[config.mk]
export PLATFORM = sky130hd
export DESIGN_NAME = frame_buffer_scheduler
export DESIGN_NICKNAME = d
export VERILOG_FILES = /design/src/rtl/frame_buffer_scheduler.sv
export SDC_FILE = /design/constraint.sdc
export NUM_CORES = 1
export LEC_CHECK = 0
export BUFFER_PORTS_ARGS = -buffer_cell sky130_fd_sc_hd__buf_2
export CAP_MARGIN = 25
export CORE_MARGIN = 1
export CORE_UTILIZATION = 40
export CTS_BUF_LIST = sky130_fd_sc_hd__clkbuf_4 sky130_fd_sc_hd__clkbuf_8
export DETAILED_ROUTE_END_ITERATION = 8
export SYNTH_ARGS = -nofsm -noshare
export SYNTH_HDL_FRONTEND = slang
export SYNTH_SLANG_ARGS = --single-unit
[constraint.sdc]
create_clock -name piul1Clock -period 4.1 [get_ports piul1Clock]
set_clock_uncertainty 0.05 [all_clocks]
set_input_delay 0.82 -clock piul1Clock [delete_from_list [all_inputs] [get_ports piul1Clock]]
set_output_delay 0.82 -clock piul1Clock [all_outputs]
set_load 0.005 [all_outputs]
[src/rtl/frame_buffer_scheduler.sv]
// frame_buffer_scheduler
// Shares one burst-oriented frame-memory command port between the image-sensor
// writer and the VGA reader, and triple-buffers frames so the display never
// shows a partially written frame.
//
// Ports
//   piul1Clock, piul1Reset          clock, synchronous active-high reset
//   piul1WrReq / poul1WrGrant       writer burst request / command-accepted pulse
//   piul1WrFrameStart               sensor frame start, resyncs write offset
//   piul1RdReq / poul1RdGrant       reader burst request / command-accepted pulse
//   piul1RdFrameStart               display vsync, resyncs read offset, swap point
//   poul1MemCmdValid/Write/poulMemAddr, piul1MemCmdReady   memory command port
//   piul1MemBurstDone               last data word of the current burst moved
//   poul2WrBufSel / poul2RdBufSel   buffers being written / displayed
//   poul1FrameDropped               pulse: an unread completed frame was discarded
module frame_buffer_scheduler #(
  parameter int ADDR_W      = 24,
  parameter int BURST_LEN   = 16,
  parameter int FRAME_WORDS = 307200,
  parameter int BUF_STRIDE  = 524288
) (
  input  logic              piul1Clock,
  input  logic              piul1Reset,
  input  logic              piul1WrReq,
  output logic              poul1WrGrant,
  input  logic              piul1WrFrameStart,
  input  logic              piul1RdReq,
  output logic              poul1RdGrant,
  input  logic              piul1RdFrameStart,
  output logic              poul1MemCmdValid,
  input  logic              piul1MemCmdReady,
  output logic              poul1MemCmdWrite,
  output logic [ADDR_W-1:0] poulMemAddr,
  input  logic              piul1MemBurstDone,
  output logic [1:0]        poul2WrBufSel,
  output logic [1:0]        poul2RdBufSel,
  output logic              poul1FrameDropped
);

  localparam logic [ADDR_W-1:0] LAST_OFF  = ADDR_W'(FRAME_WORDS - BURST_LEN);
  localparam logic [ADDR_W-1:0] BURST_INC = ADDR_W'(BURST_LEN);

  typedef enum logic [1:0] {IDLE, CMD, BURST} stateT;

  stateT             state;
  logic [1:0]        wrBufSel, rdBufSel, readyBuf;
  logic              fresh;
  logic [ADDR_W-1:0] wrOffset, rdOffset;
  logic              lastWasRead;
  logic              curWrite;
  logic              burstIsLast;   // current write burst ends a frame
  logic              wrDiscard, rdDiscard;  // frame resync hit an in-flight burst
  logic              cmdValid;
  logic [ADDR_W-1:0] cmdAddr;
  logic              frameDropped;

  function automatic logic [ADDR_W-1:0] nextOffset(input logic [ADDR_W-1:0] off);
    return (off == LAST_OFF) ? '0 : off + BURST_INC;
  endfunction

  function automatic logic [ADDR_W-1:0] bufBase(input logic [1:0] sel);
    return ADDR_W'(sel) * ADDR_W'(BUF_STRIDE);
  endfunction

  // Arbitration: on a tie the requester not served last wins.
  logic              pickRead, launch, accept, burstDone, wrComplete;
  logic [ADDR_W-1:0] wrOffEff, rdOffEff, launchOff;
  logic [1:0]        rdBufEff, launchBuf;

  assign pickRead  = piul1RdReq && (!piul1WrReq || !lastWasRead);
  assign launch    = (state == IDLE) && (piul1WrReq || piul1RdReq);
  // A frame pulse coinciding with launch means the burst belongs to the new frame.
  assign wrOffEff  = piul1WrFrameStart ? '0 : wrOffset;
  assign rdOffEff  = piul1RdFrameStart ? '0 : rdOffset;
  assign rdBufEff  = (piul1RdFrameStart && fresh) ? readyBuf : rdBufSel;
  assign launchOff = pickRead ? rdOffEff : wrOffEff;
  assign launchBuf = pickRead ? rdBufEff : wrBufSel;

  assign accept     = (state == CMD) && cmdValid && piul1MemCmdReady;
  assign burstDone  = (state == BURST) && piul1MemBurstDone;
  assign wrComplete = burstDone && curWrite && burstIsLast && !wrDiscard;

  always_ff @(posedge piul1Clock) begin
    if (piul1Reset) begin
      state        <= IDLE;
      wrBufSel     <= 2'd0;
      rdBufSel     <= 2'd1;
      readyBuf     <= 2'd2;
      fresh        <= 1'b0;
      wrOffset     <= '0;
      rdOffset     <= '0;
      lastWasRead  <= 1'b0;
      curWrite     <= 1'b0;
      burstIsLast  <= 1'b0;
      wrDiscard    <= 1'b0;
      rdDiscard    <= 1'b0;
      cmdValid     <= 1'b0;
      cmdAddr      <= '0;
      frameDropped <= 1'b0;
    end else begin
      frameDropped <= 1'b0;

      case (state)
        IDLE: begin
          if (launch) begin
            curWrite    <= !pickRead;
            cmdAddr     <= bufBase(launchBuf) + launchOff;
            burstIsLast <= !pickRead && (launchOff == LAST_OFF);
            lastWasRead <= pickRead;
            wrDiscard   <= 1'b0;
            rdDiscard   <= 1'b0;
            cmdValid    <= 1'b1;
            state       <= CMD;
          end
        end
        CMD: begin
          if (accept) begin
            cmdValid <= 1'b0;
            state    <= BURST;
          end
        end
        BURST: begin
          if (burstDone) state <= IDLE;
        end
        default: state <= IDLE;
      endcase

      // Offset advance; a frame resync below overrides it.
      if (burstDone && curWrite && !wrDiscard)  wrOffset <= nextOffset(wrOffset);
      if (burstDone && !curWrite && !rdDiscard) rdOffset <= nextOffset(rdOffset);

      if (piul1WrFrameStart) begin
        wrOffset <= '0;
        if (state != IDLE && curWrite) wrDiscard <= 1'b1;
      end
      if (piul1RdFrameStart) begin
        rdOffset <= '0;
        if (state != IDLE && !curWrite) rdDiscard <= 1'b1;
      end

      // Buffer rotation; the three indices stay a permutation of {0,1,2}.
      if (wrComplete && piul1RdFrameStart) begin
        rdBufSel     <= wrBufSel;
        wrBufSel     <= readyBuf;
        readyBuf     <= rdBufSel;
        fresh        <= 1'b0;
        frameDropped <= fresh;
      end else if (wrComplete) begin
        wrBufSel     <= readyBuf;
        readyBuf     <= wrBufSel;
        fresh        <= 1'b1;
        frameDropped <= fresh;
      end else if (piul1RdFrameStart && fresh) begin
        rdBufSel <= readyBuf;
        readyBuf <= rdBufSel;
        fresh    <= 1'b0;
      end
    end
  end

  assign poul1WrGrant      = accept && curWrite;
  assign poul1RdGrant      = accept && !curWrite;
  assign poul1MemCmdValid  = cmdValid;
  assign poul1MemCmdWrite  = curWrite;
  assign poulMemAddr       = cmdAddr;
  assign poul2WrBufSel     = wrBufSel;
  assign poul2RdBufSel     = rdBufSel;
  assign poul1FrameDropped = frameDropped;

endmodule
==> Word level (Yosys, flattened, before mapping) <==
Cells that the tools add are included.
W data, S select, Z words.
{ "totals": {"reg_bits": 88, "input_bits": 8, "out_inout_bits": 33, "wordCells": 98} }
{ "op_classes": {"n_addsub": 3, "n_eq_ne": 9, "muxes": 33, "n_reduce_logical": 38} }
{ "ops": {"columns": ["op", "n"], "rows": [
  ["$mux W24", 5],
  ["$eq A24 B19 Y1 const B", 3],
  ["$add A24 B5 Y24 const B", 2],
  ["$add A21 B24 Y24", 1],
  ["$mux W2", 12],
  ["$logic_and A1 B1 Y1", 18],
  ["$mux W1", 14],
  ["$reduce_bool A2 Y1", 4],
  ["$logic_not A1 Y1", 6],
  ["$ne A2 B2 Y1 const B", 3],
  ["$pmux W2 S3", 1],
  ["$reduce_and A3 Y1", 2],
  ["$reduce_or A2 Y1", 3],
  ["$reduce_bool A3 Y1", 1],
  ["$eq A2 B1 Y1 const B", 1],
  ["$eq A2 B2 Y1 const B", 1],
  ["$logic_not A2 Y1", 1],
  ["$logic_or A1 B1 Y1", 2],
  ["$ne A2 B1 Y1 const B", 1],
  ["$pmux W1 S2", 1],
  ["$reduce_and A2 Y1", 1]
]} }

==> Longest topological paths before layout <==
Gate-level depths: netlist of run 1.
{ "logic_depth": {"word_depth": 7, "mapped_depth": 11} }

==> Least setup slack after synthesis of run 1 <==
No wires, ideal clock.
{ "synth_path": {"kind": "input to register", "startpoint": "in piul1RdReq", "endpoint": "reg cmdAddr[21] (netlist: poulMemAddr[21])", "setup_ns": 0.074, "arrival_time_ns": 3.175, "t_required_ns": 3.976, "path_slack_ns": 0.801, "cell_stages": 10, "path_buffers": 2, "path_cell_list": "a21boi_0 -> clkbuf_1 -> clkbuf_1 -> nand3_1 -> o21ai_0 -> ha_1 -> inv_1 -> fa_1 -> or4_1 -> a31oi_1"} }
{ "synth_via": {"elab_chain_cells": 3, "word_cells_on_any_way": 7} }
{ "synth_lines": {"columns": ["item", "line", "source"], "rows": [
  ["start: declaration", "27", "input logic piul1RdReq,"],
  ["$logic_and A1 B1 Y1 / $logic_or A1 B1 Y1 (equally long branches)", "70, 71", null],
  ["$mux W2, or another cell as far along", "77", "assign launchBuf = pickRead ? rdBufEff : wrBufSel;"],
  ["$add A21 B24 Y24 / $reduce_and A2 Y1 (equally long branches)", null, null],
  ["end signal: assignment", "107", "cmdAddr <= bufBase(launchBuf) + launchOff;"],
  ["end: declaration", "54", "logic [ADDR_W-1:0] cmdAddr;"]
]} }
Parallel ways exist; a longest one is shown, timed or not.
A chain may end at the register's enable or synchronous reset.

==> Final worst setup path of run 1 <==
{ "layout_path": {"startpoint": "in piul1WrReq", "endpoint": "reg cmdAddr[23] (netlist: poulMemAddr[23])"} }
{ "layout_via": {"elab_chain_cells": 5, "word_cells_on_any_way": 9} }
{ "layout_lines": {"columns": ["item", "line", "source"], "rows": [
  ["start: declaration", "24", "input logic piul1WrReq,"],
  ["$logic_not A1 Y1", "70", "assign pickRead = piul1RdReq && (!piul1WrReq || !lastWasRead);"],
  ["$logic_or A1 B1 Y1", "70", null],
  ["$logic_and A1 B1 Y1", "70", null],
  ["$mux W2 / $mux W24 (equally long branches)", "77, 76", null],
  ["$add A21 B24 Y24", "107", null]
]} }
Parallel ways exist; a longest one is shown, timed or not.

==> run_results.csv, run 1 <==
group,metric,value,unit
logic_synthesis,synthFlopType,"dfxtp_1",
finish,num_antenna_cells,0,
floorplan,die-area,0.00992,mm²
cts,numCtsBuffers,9,
detailed_routing,first_pass_iters,5,
logic_synthesis,synth_mux_area_frac,0.0158,
outcome,status,"finished, final reports clean",
placed_design,gp_congestion,0.848,
timing,period_share,0.736,
timing,max_clock_freq,0.332,GHz
setup_path,cp.arrival,3.19,ns
timing,setup_viol,0,
grt,track_usage,0.209,
detailed_routing,drc,0,
timing,fin_tns_setup,0,ns
pwr,p_leak,1.49,nW
floorplan,io_pins,41,
finish,area_growth,12.0,%
logic_synthesis,postSynthCellCount,455,
timing,worstMarginPinSlew,0.710,ns
logic_synthesis,synthTopCellsByCount,"dfxtp_1 (77), nor2_1 (48), a21oi_1 (29)",
detailed_routing,viasPerCell,5.74,
cts,cts_max_level,3,
logic_synthesis,yosysTopAreaCellShare,0.404,
setup_path,path_delay_family,"compound AO/OA/AOI/OAI gates",
cts,cts_root_buf,"clkbuf_8",
logic_synthesis,synth-warning-count,0,
logic_synthesis,avgSynthCellArea,8.38,µm²
logic_synthesis,yosysUniqueCellTypes,60,
logic_synthesis,yosysMostFrequentCell,"dfxtp_1",
grt,grt_overflow,0,
cts,post_cts_buffers,0,
setup_path,cp_max_fo,35,
timing,min_period,3.02,ns
cts,cts_hold_buf,0,
setup_path,cp_data_required_time,4.27,ns
timing,relSlewSlack,0.527,
detailed_routing,drt_iter0_markers,267,
cts,cts_resized,0,
setup_path,cp_cell_sequence,"buf_2 -> a21boi_4 -> buf_4 -> nand3_1 -> o21a_1 -> fa_1 -> o21bai_1 -> a221oi_1 -> a2111oi_0",
floorplan,rows,35,
placed_design,hpwlAfterDp,6880,µm
logic_synthesis,synth_nets,468,
finish,fin_util,0.462,
worst_hold_path,min_path_type,"reg2reg",
pwr,irDropWorstVdd,177,µV
finish,regArea,0.00154,mm²
logic_synthesis,synth-async-reset-ratio,0,
logic_synthesis,synth_fa_ha_area_frac,0.0184,
finish,fillers,925,
timing,hold_violations,0,
finish,drive_gt1_frac,0.153,
grt,grt_pass1_wl,16400,µm
logic_synthesis,netlist_area,0.00381,mm²
flow_run,max_cap_violations,0,
timing,slew_viol_final,0,
floorplan,die_h,99.6,µm
logic_synthesis,synth_top_family_by_area,"simple AND/OR/NAND/NOR gates",
setup_path,crit_buf_inv,2,
detailed_routing,drt_wl_total,9850,µm
grt,grt_pass1_vias,3183,
logic_synthesis,synth_compound_area_frac,0.172,
setup_path,cpPeakStageDelay,0.48,ns
detailed_routing,num_vias,3513,
grt,antenna_found_initial,0,
floorplan,core-area,0.00924,mm²
setup_path,cp-start-kind,"primary input",
placed_design,port_buffers,40,
logic_synthesis,ys_seq_area_frac,0.404,
setup_path,critPathSlowestCell,"fa_1",
grt,grt_max_degree,36,
logic_synthesis,synth_area_leader_cell,"dfxtp_1",
cts,clock_sinks,77,
setup_path,path_class,"in2reg",
cts,clk_pin_slew,0.08,ns
detailed_routing,post_drt_wl_per_cell,16.1,µm
logic_synthesis,synth_area_leaders,"dfxtp_1 (40%), nor2_1 (4.7%), a21oi_1 (3.8%)",
timing,rsz0062_at_grt,"false",
cts,cts_tree,"built",
finish,multi_input_area,0.00208,mm²
logic_synthesis,synth-edff-count,0,
logic_synthesis,synthXorXnorAreaFrac,0.0345,
floorplan,die_w,99.6,µm
cts,clock_latency,0.35,ns
pwr,total_power,1.51,mW
setup_path,crit_path_end_kind,"register",
floorplan,start_util,0.412,
cts,cts_buffer_depth,2,
logic_synthesis,yosys.area_share.simple,0.303,
finish,fin_nets,491,
pwr,p_per_area,354,mW/mm²
logic_synthesis,yosys_register_bits,77,
detailed_routing,ant_nets,0,
[registers in the layout, summed over array words and instances (netlist names), 2 cells and up]
register and flops:
wrOffset 20, state 2, rdOffset 20, poul2WrBufSel 2, readyBuf 2, poulMemAddr 21
poul2RdBufSel 2
[layer usage]
| metal | global-route usage | routed length (µm) |
|---|---|---|
| met5 | 0 | 0 |
| met4 | 0.0735 | 153 |
| met3 | 0.0344 | 447 |
| met2 | 0.314 | 4300 |
| met1 | 0.304 | 4950 |
[cells by family after synthesis]
group                    count (synthesis)
multiplexers                             6
buffers and inverters                   45
flip-flops                              77
adder cells (fa/ha/maj)                  5
XOR/XNOR                                15
AO/OA/AOI/OAI                           99
AND/OR/NAND/NOR                        208
[worst paths after layout]
| kind | start | endpoint | slack [ns] | cells past startpoint |
|---|---|---|---|---|
| worst max register to register | lastWasRead | poulMemAddr[23] | 1.34 | 8 |
| worst min-delay path | poul1MemCmdValid | poul1MemCmdValid | 0.42 | 2 |
| worst min register to register | poul1MemCmdValid | poul1MemCmdValid | 0.42 | 2 |
| worst max-delay path | piul1WrReq | poulMemAddr[23] | 1.08 | 9 |
[metrics by stage]
stage	hold slack (ns)	area, µm²	std cells	setup slack [ns]
global route	0.448	4270	612	0.898
floorplan	0.384	3810	455	0.801
detailed placement	0.415	4070	596	0.750
finish	0.422	4270	612	1.08
CTS	0.425	4270	612	1.11
global placement	0.403	4070	596	0.843
[layout by cell type, fill, tap and decap left out, types with 8 or more instances in the layout]
| master | n |
|---|---|
| dfxtp_1 | 77 |
| nor2_1 | 48 |
| buf_2 | 40 |
| a21oi_1 | 29 |
| nand2_1 | 24 |
| nor3_1 | 23 |
| o21ai_0 | 22 |
| nand3_1 | 21 |
| or3_1 | 19 |
| a311oi_1 | 16 |
| nor3b_1 | 15 |
| inv_1 | 13 |
| nand4_1 | 11 |
| clkbuf_8 | 10 |
| and3_1 | 8 |
| xnor2_1 | 8 |
[layout make-up]
cell class	count	area share
clock buffers	11	0.0340
clock inverters	5	0.0138
inverters	13	0.0114
multi-input cells	333	0.488
flip-flops and latches	77	0.361
well taps	129	0.0378
repair buffers	44	0.0539
[power by group]
| group | total (mW) | switching, mW | internal [mW] | leakage, nW |
|---|---|---|---|---|
| registers | 0.783 | 0.0158 | 0.767 | 0.625 |
| logic | 0.132 | 0.0861 | 0.0458 | 0.768 |
| clock network | 0.598 | 0.292 | 0.306 | 0.0994 |
[worst min-delay path, cell delays in order, from the launching register on]
cell	delay [ns]
dfxtp_1	0.32
nand2_1	0.05
a21oi_1	0.05
Power figures use the tool's default switching activity.
==> run 2, diff against run 1 <==
Settings changed: ABC_AREA set to 1.
Clock period 4.1 ns to 3.1 ns, I/O delays scaled along.
==> run 2 against run 1 <==
Global-route usage down 0.16 points. Non-clock buffer count up 2. Sequential cell count unchanged. Register-to-register slack worse by 0.43 ns. Utilization up 0.25 points. Synthesized cell count up 32%. First-iteration DRC count down 1.5%. Final cell count up 26%. Clock-buffer cell count unchanged.
==> run_results.csv, run 2 <==
group,metric,value,unit
outcome,status,"finished, final reports clean",
pwr,clock_power_share,0.387,
detailed_routing,drt_iter0_markers,263,
pwr,irDropWorstVdd,223,µV
cts,clock_sinks,77,
setup_path,cp-start-kind,"primary input",
worst_hold_path,min_path_type,"reg2reg",
timing,setup_slack,0.792,ns
logic_synthesis,synth-edff-count,0,
pwr,p_switching,0.507,mW
setup_path,r2r-start,"fresh",
floorplan,die_h,103,µm
detailed_routing,first_pass_iters,6,
finish,drive_gt1_frac,0.149,
setup_path,crit_path_end_kind,"register",
logic_synthesis,postSynthCellCount,599,
timing,worstMarginPinSlew,0.617,ns
timing,slew_viol_final,0,
logic_synthesis,synth_nets,612,
placed_design,postPlaceCellArea,0.00438,mm²
timing,rsz0062_at_grt,"false",
logic_synthesis,yosysMostFrequentCell,"nand2_1",
cts,cts_buffer_depth,2,
logic_synthesis,ys_seq_area_frac,0.375,
cts,clk_pin_slew,0.08,ns
placed_design,gp_congestion,0.901,
logic_synthesis,synthFlopType,"dfxtp_1",
logic_synthesis,synthTopCellsByCount,"nand2_1 (133), nor2_1 (101), dfxtp_1 (77)",
timing,min_period,2.31,ns
worst_hold_path,min_from,"poulMemAddr[3]",
logic_synthesis,synth_area_leader_cell,"dfxtp_1",
logic_synthesis,yosysUniqueCellTypes,41,
floorplan,io_pins,41,
logic_synthesis,synth_area_leaders,"dfxtp_1 (37%), nand2_1 (12%), nor2_1 (9.2%)",
cts,cts_max_level,3,
pwr,p_int,1.49,mW
finish,num_antenna_cells,0,
setup_path,worstSetupStartpoint,"piul1RdFrameStart",
grt,grt_pass1_vias,3423,
floorplan,start_util,0.417,
timing,whs,0.420,ns
detailed_routing,drt_wl_total,10300,µm
logic_synthesis,synth-async-reset-ratio,0,
finish,fillers,1026,
timing,relSlewSlack,0.588,
setup_path,path_class,"in2reg",
logic_synthesis,avgSynthCellArea,6.87,µm²
finish,mostFrequentLayoutCells,"nand2_1 (133), nor2_1 (101), dfxtp_1 (77)",
cts,cts_tree,"built",
timing,hold_violations,0,
detailed_routing,drc,0,
setup_path,cp_max_fo,6,
logic_synthesis,yosysTopAreaCellShare,0.375,
placed_design,port_buffers,40,
detailed_routing,viasPerCell,5.00,
cts,numCtsBuffers,9,
cts,cts_root_buf,"clkbuf_8",
setup_path,cp.arrival,2.51,ns
floorplan,die-area,0.0107,mm²
detailed_routing,ant_nets,0,
flow_run,max_cap_violations,0,
floorplan,rows,36,
cts,cts_hold_buf,0,
finish,fin_nets,648,
detailed_routing,post_drt_wl_per_cell,13.4,µm
finish,final_common_cell,"nand2_1",
setup_path,r2r_setup_slack,0.91,ns
finish,multi_input_area,0.00218,mm²
placed_design,hpwlAfterDp,8060,µm
pwr,pwr-share-comb,0.093,
finish,design_area,0.00458,mm²
timing,max_clock_freq,0.433,GHz
grt,grt_max_degree,29,
grt,grt_pass1_wl,16600,µm
pwr,switching_share,0.253,
setup_path,cp_data_required_time,3.30,ns
timing,fin_tns_setup,0,ns
setup_path,r2r_end,"poulMemAddr[23]",
worst_hold_path,hold_depth,2,
grt,track_usage,0.208,
floorplan,die_w,103,µm
timing,period_share,0.744,
detailed_routing,num_vias,3861,
cts,clock_latency,0.36,ns
grt,grt_overflow,0,
logic_synthesis,synth-warning-count,0,
grt,antenna_found_initial,0,
timing,setup_viol,0,
cts,cts_resized,0,
finish,regArea,0.00154,mm²
placed_design,pre_cts_ws,0.449,ns
cts,post_cts_buffers,0,
finish,largest_reg_flops,21,
floorplan,core-area,0.00986,mm²
pwr,sequentialPowerShare,0.520,
finish,area_growth,11.4,%
setup_path,ff2ff_path_depth,12,
pwr,p_leak,1.87,nW
logic_synthesis,yosys_register_bits,77,
logic_synthesis,netlist_area,0.00411,mm²
pwr,p_per_area,436,mW/mm²
worst_hold_path,holdPathEnd,"poulMemAddr[3]",
-- run 2: cell types whose count changed after synthesis, moves of 10 or more --
cell	change
nand2_1	+109
nor2_1	+53
inv_1	+48
or3_1	-19
clkbuf_1	-17
a311oi_1	-16
o21ai_0	+11
nand3_1	+10
nor3b_1	-10
-- run 2: worst max path at each step --
stage                     depth (start not counted)               to  slack, ns
after floorplan                                  13  poulMemAddr[23]       0.70
after global placement                           13  poulMemAddr[23]       0.50
after detailed placement                         10  poulMemAddr[23]       0.45
after CTS                                        13  poulMemAddr[23]       0.83
after global routing                             10  poulMemAddr[23]       0.61
final                                            13  poulMemAddr[23]       0.79
-- run 2: cells by family after synthesis --
kind of cell               synth area share
xor gates and xnor gates             0.0383
adders and majority gates            0.0170
AOI/OAI and AO/OA                     0.105
DFF                                   0.375
buffers and inverters                0.0955
and+or+nand+nor                       0.369
-- run 2: power by group through the flow --
| stage | logic [mW] | registers, mW | clock network, mW |
|---|---|---|---|
| 2_1_floorplan | 0.124 | 1.06 | 0 |
| 3_3_place_gp | 0.186 | 1.06 | 0 |
| 3_5_place_dp | 0.188 | 1.06 | 0 |
| 4_1_cts | 0.189 | 1.04 | 0.794 |
| 5_1_grt | 0.217 | 1.04 | 0.842 |
| 6_report | 0.187 | 1.04 | 0.774 |
-- run 2: critical path: stages --
cell,delay (ns)
buf_2,0.15
nand2_1,0.13
inv_1,0.08
o21ai_0,0.24
nand2_1,0.08
nand2_1,0.07
ha_1,0.16
inv_1,0.05
fa_1,0.40
nor3_1,0.26
nor2_1,0.06
o21ai_0,0.15
inv_1,0.05
-- run 2: cell type report --
class                   count  share of cell area
clock buffers              11              0.0330
clock inverters             4              0.0104
inverters                  67              0.0549
multi-input cells         434               0.475
flip-flops and latches     77               0.336
well taps                 133              0.0363
repair buffers             46              0.0535
-- run 2: layer usage --
layer  up-vias  share of wire  global-route usage
li1       1994              -                   -
met1      1730           0.48               0.267
met2       114           0.44               0.321
met3        23          0.047              0.0558
met4         0          0.033               0.103
met5         -              0                   0
-- run 2: metrics by stage --
step | power, mW | utilization | std cells
3_3_place_gp | 1.25 | 0.444 | 757
2_1_floorplan | 1.19 | - | 599
3_5_place_dp | 1.25 | 0.444 | 757
6_report | 2.00 | 0.464 | 772
5_1_grt | 2.10 | 0.464 | 772
4_1_cts | 2.02 | 0.464 | 772
==> run 3, diff against run 2 <==
Clock period 3.1 ns to 2.05 ns, I/O delays scaled along.
==> run 3 against run 2 <==
Final cell count rose by 3.4%. Hold slack lost 0.14 ns. Routed wire length grew 4.6%. Die area unchanged. Setup slack lost 0.66 ns. First-iteration DRC count shrank 14%. Clock-buffer cell count rose by 1. Power up 56%. Non-clock buffer count rose by 25. Clock power grew 58%. Design area increased by 6.2%. Critical endpoint unchanged.
==> run_results.csv, run 3 (synthesized netlist as in run 2, its figures left out) <==
group,metric,value,unit
detailed_routing,viasPerCell,4.99,
detailed_routing,ant_nets,0,
grt,grt_overflow,0,
detailed_routing,first_pass_iters,5,
pwr,p_per_area,642,mW/mm²
floorplan,die-area,0.0107,mm²
placed_design,postPlaceCellArea,0.00456,mm²
timing,period_share,0.935,
setup_path,cp_max_fo,7,
placed_design,port_buffers,40,
placed_design,pre_cts_ws,-0.164,ns
setup_path,crit_path_end_kind,"register",
finish,fin_nets,673,
grt,grt_max_degree,31,
detailed_routing,num_vias,3983,
finish,largest_reg_flops,21,
placed_design,gp_congestion,0.854,
cts,cts_buffer_depth,2,
finish,fillers,1010,
grt,antenna_found_initial,0,
detailed_routing,post_drt_wl_per_cell,13.5,µm
detailed_routing,drt_iter0_markers,227,
floorplan,die_h,103,µm
timing,hold_violations,0,
grt,use_met1,0.281,
finish,area_growth,18.3,%
placed_design,hpwlAfterDp,8250,µm
finish,drive_gt1_frac,0.211,
pwr,irDropWorstVdd,227,µV
timing,slew_viol_final,0,
detailed_routing,drt_wl_total,10800,µm
setup_path,path_class,"reg2reg",
cts,clock_latency,0.36,ns
timing,setup_viol,0,
timing,max_clock_freq,0.522,GHz
finish,fin_util,0.493,
timing,whs,0.278,ns
grt,use_met3,0.0302,
floorplan,die_w,103,µm
grt,grt_pass1_vias,3591,
floorplan,rows,36,
pwr,p_leak,2.02,nW
floorplan,start_util,0.417,
finish,mostFrequentLayoutCells,"nand2_1 (129), nor2_1 (101), dfxtp_1 (73)",
cts,cts_tree,"built",
timing,min_period,1.92,ns
setup_path,cp-start-kind,"register",
cts,numCtsBuffers,9,
detailed_routing,drc,0,
grt,grt_pass1_wl,17500,µm
setup_path,cp_data_required_time,2.25,ns
cts,cts_max_level,3,
finish,regArea,0.00155,mm²
floorplan,core-area,0.00986,mm²
timing,worstMarginPinSlew,0.649,ns
grt,track_usage,0.218,
cts,clock_sinks,77,
finish,multi_input_area,0.00225,mm²
outcome,status,"finished, final reports clean",
finish,final_common_cell,"nand2_1",
grt,gr-max-usage-layer,"met2",
timing,setup_slack,0.133,ns
cts,clk_pin_slew,0.08,ns
worst_hold_path,min_path_type,"in2reg",
pwr,total_power,3.12,mW
flow_run,max_cap_violations,0,
finish,design_area,0.00486,mm²
cts,cts_root_buf,"clkbuf_8",
setup_path,cp.arrival,2.12,ns
setup_path,r2r_setup_slack,0.13,ns
finish,num_antenna_cells,0,
floorplan,io_pins,41,
timing,relSlewSlack,0.567,
grt,met2_usage,0.359,
run 3: cell types whose count changed in the layout (fill, tap and decap cells not counted), sizes merged:
cell      previous run  this run
buf                 46        71
clkinv               3         4
clkinvlp             1         0
clkbuf              11        12
run 3: cell type report:
type                    instances  area share
clock buffers                  12      0.0340
flip-flops and latches         77       0.318
multi-input cells             434       0.463
clock inverters                 4     0.00926
inverters                      67      0.0517
well taps                     133      0.0342
repair buffers                 71      0.0898
run 3: path summary, 6_finish.rpt:
check,from,to,cells past startpoint
setup / recovery,lastWasRead,poulMemAddr[23],12
setup reg to reg,lastWasRead,poulMemAddr[23],12
hold reg to reg,poulMemAddr[3],poulMemAddr[3],2
hold / removal,piul1MemCmdReady,poul1MemCmdValid,4
run 3: power by group:
group          internal, mW  total [mW]  leakage, nW  switching [mW]
Sequential             1.54        1.57        0.627          0.0287
Combinational         0.127       0.333         1.28           0.207
Clock                 0.656        1.22        0.112           0.562
Total                  2.33        3.12         2.02           0.798
run 3: worst max-delay path: stages (launching register included):
cell and delay, ns:
dfxtp_2 0.34, nand2_4 0.08, nand2_8 0.07, nor3_4 0.12, a21oi_2 0.05, inv_1 0.09
ha_4 0.14, inv_2 0.04, fa_2 0.39, nor3_2 0.20, nor2_1 0.06, o21ai_1 0.11
inv_1 0.05
run 3: per-layer routing:
layer  up-vias  share of wire
met3        20          0.046
li1       2040              -
met5         -              0
met4         0          0.025
met2       110           0.47
met1      1813           0.46
run 3: timing repair:
item / CTS / global route
hold buffers: 0 / 0
resized for setup: 0 / 26
setup endpoints to repair: 0 / 4
setup buffers: 0 / 2
run 3: through the flow:
step                std cells  setup TNS (ns)
CTS                       796               0
global placement          780          -0.187
global route              798         -0.0809
finish                    798               0
floorplan                 599               0
detailed placement        780          -0.379
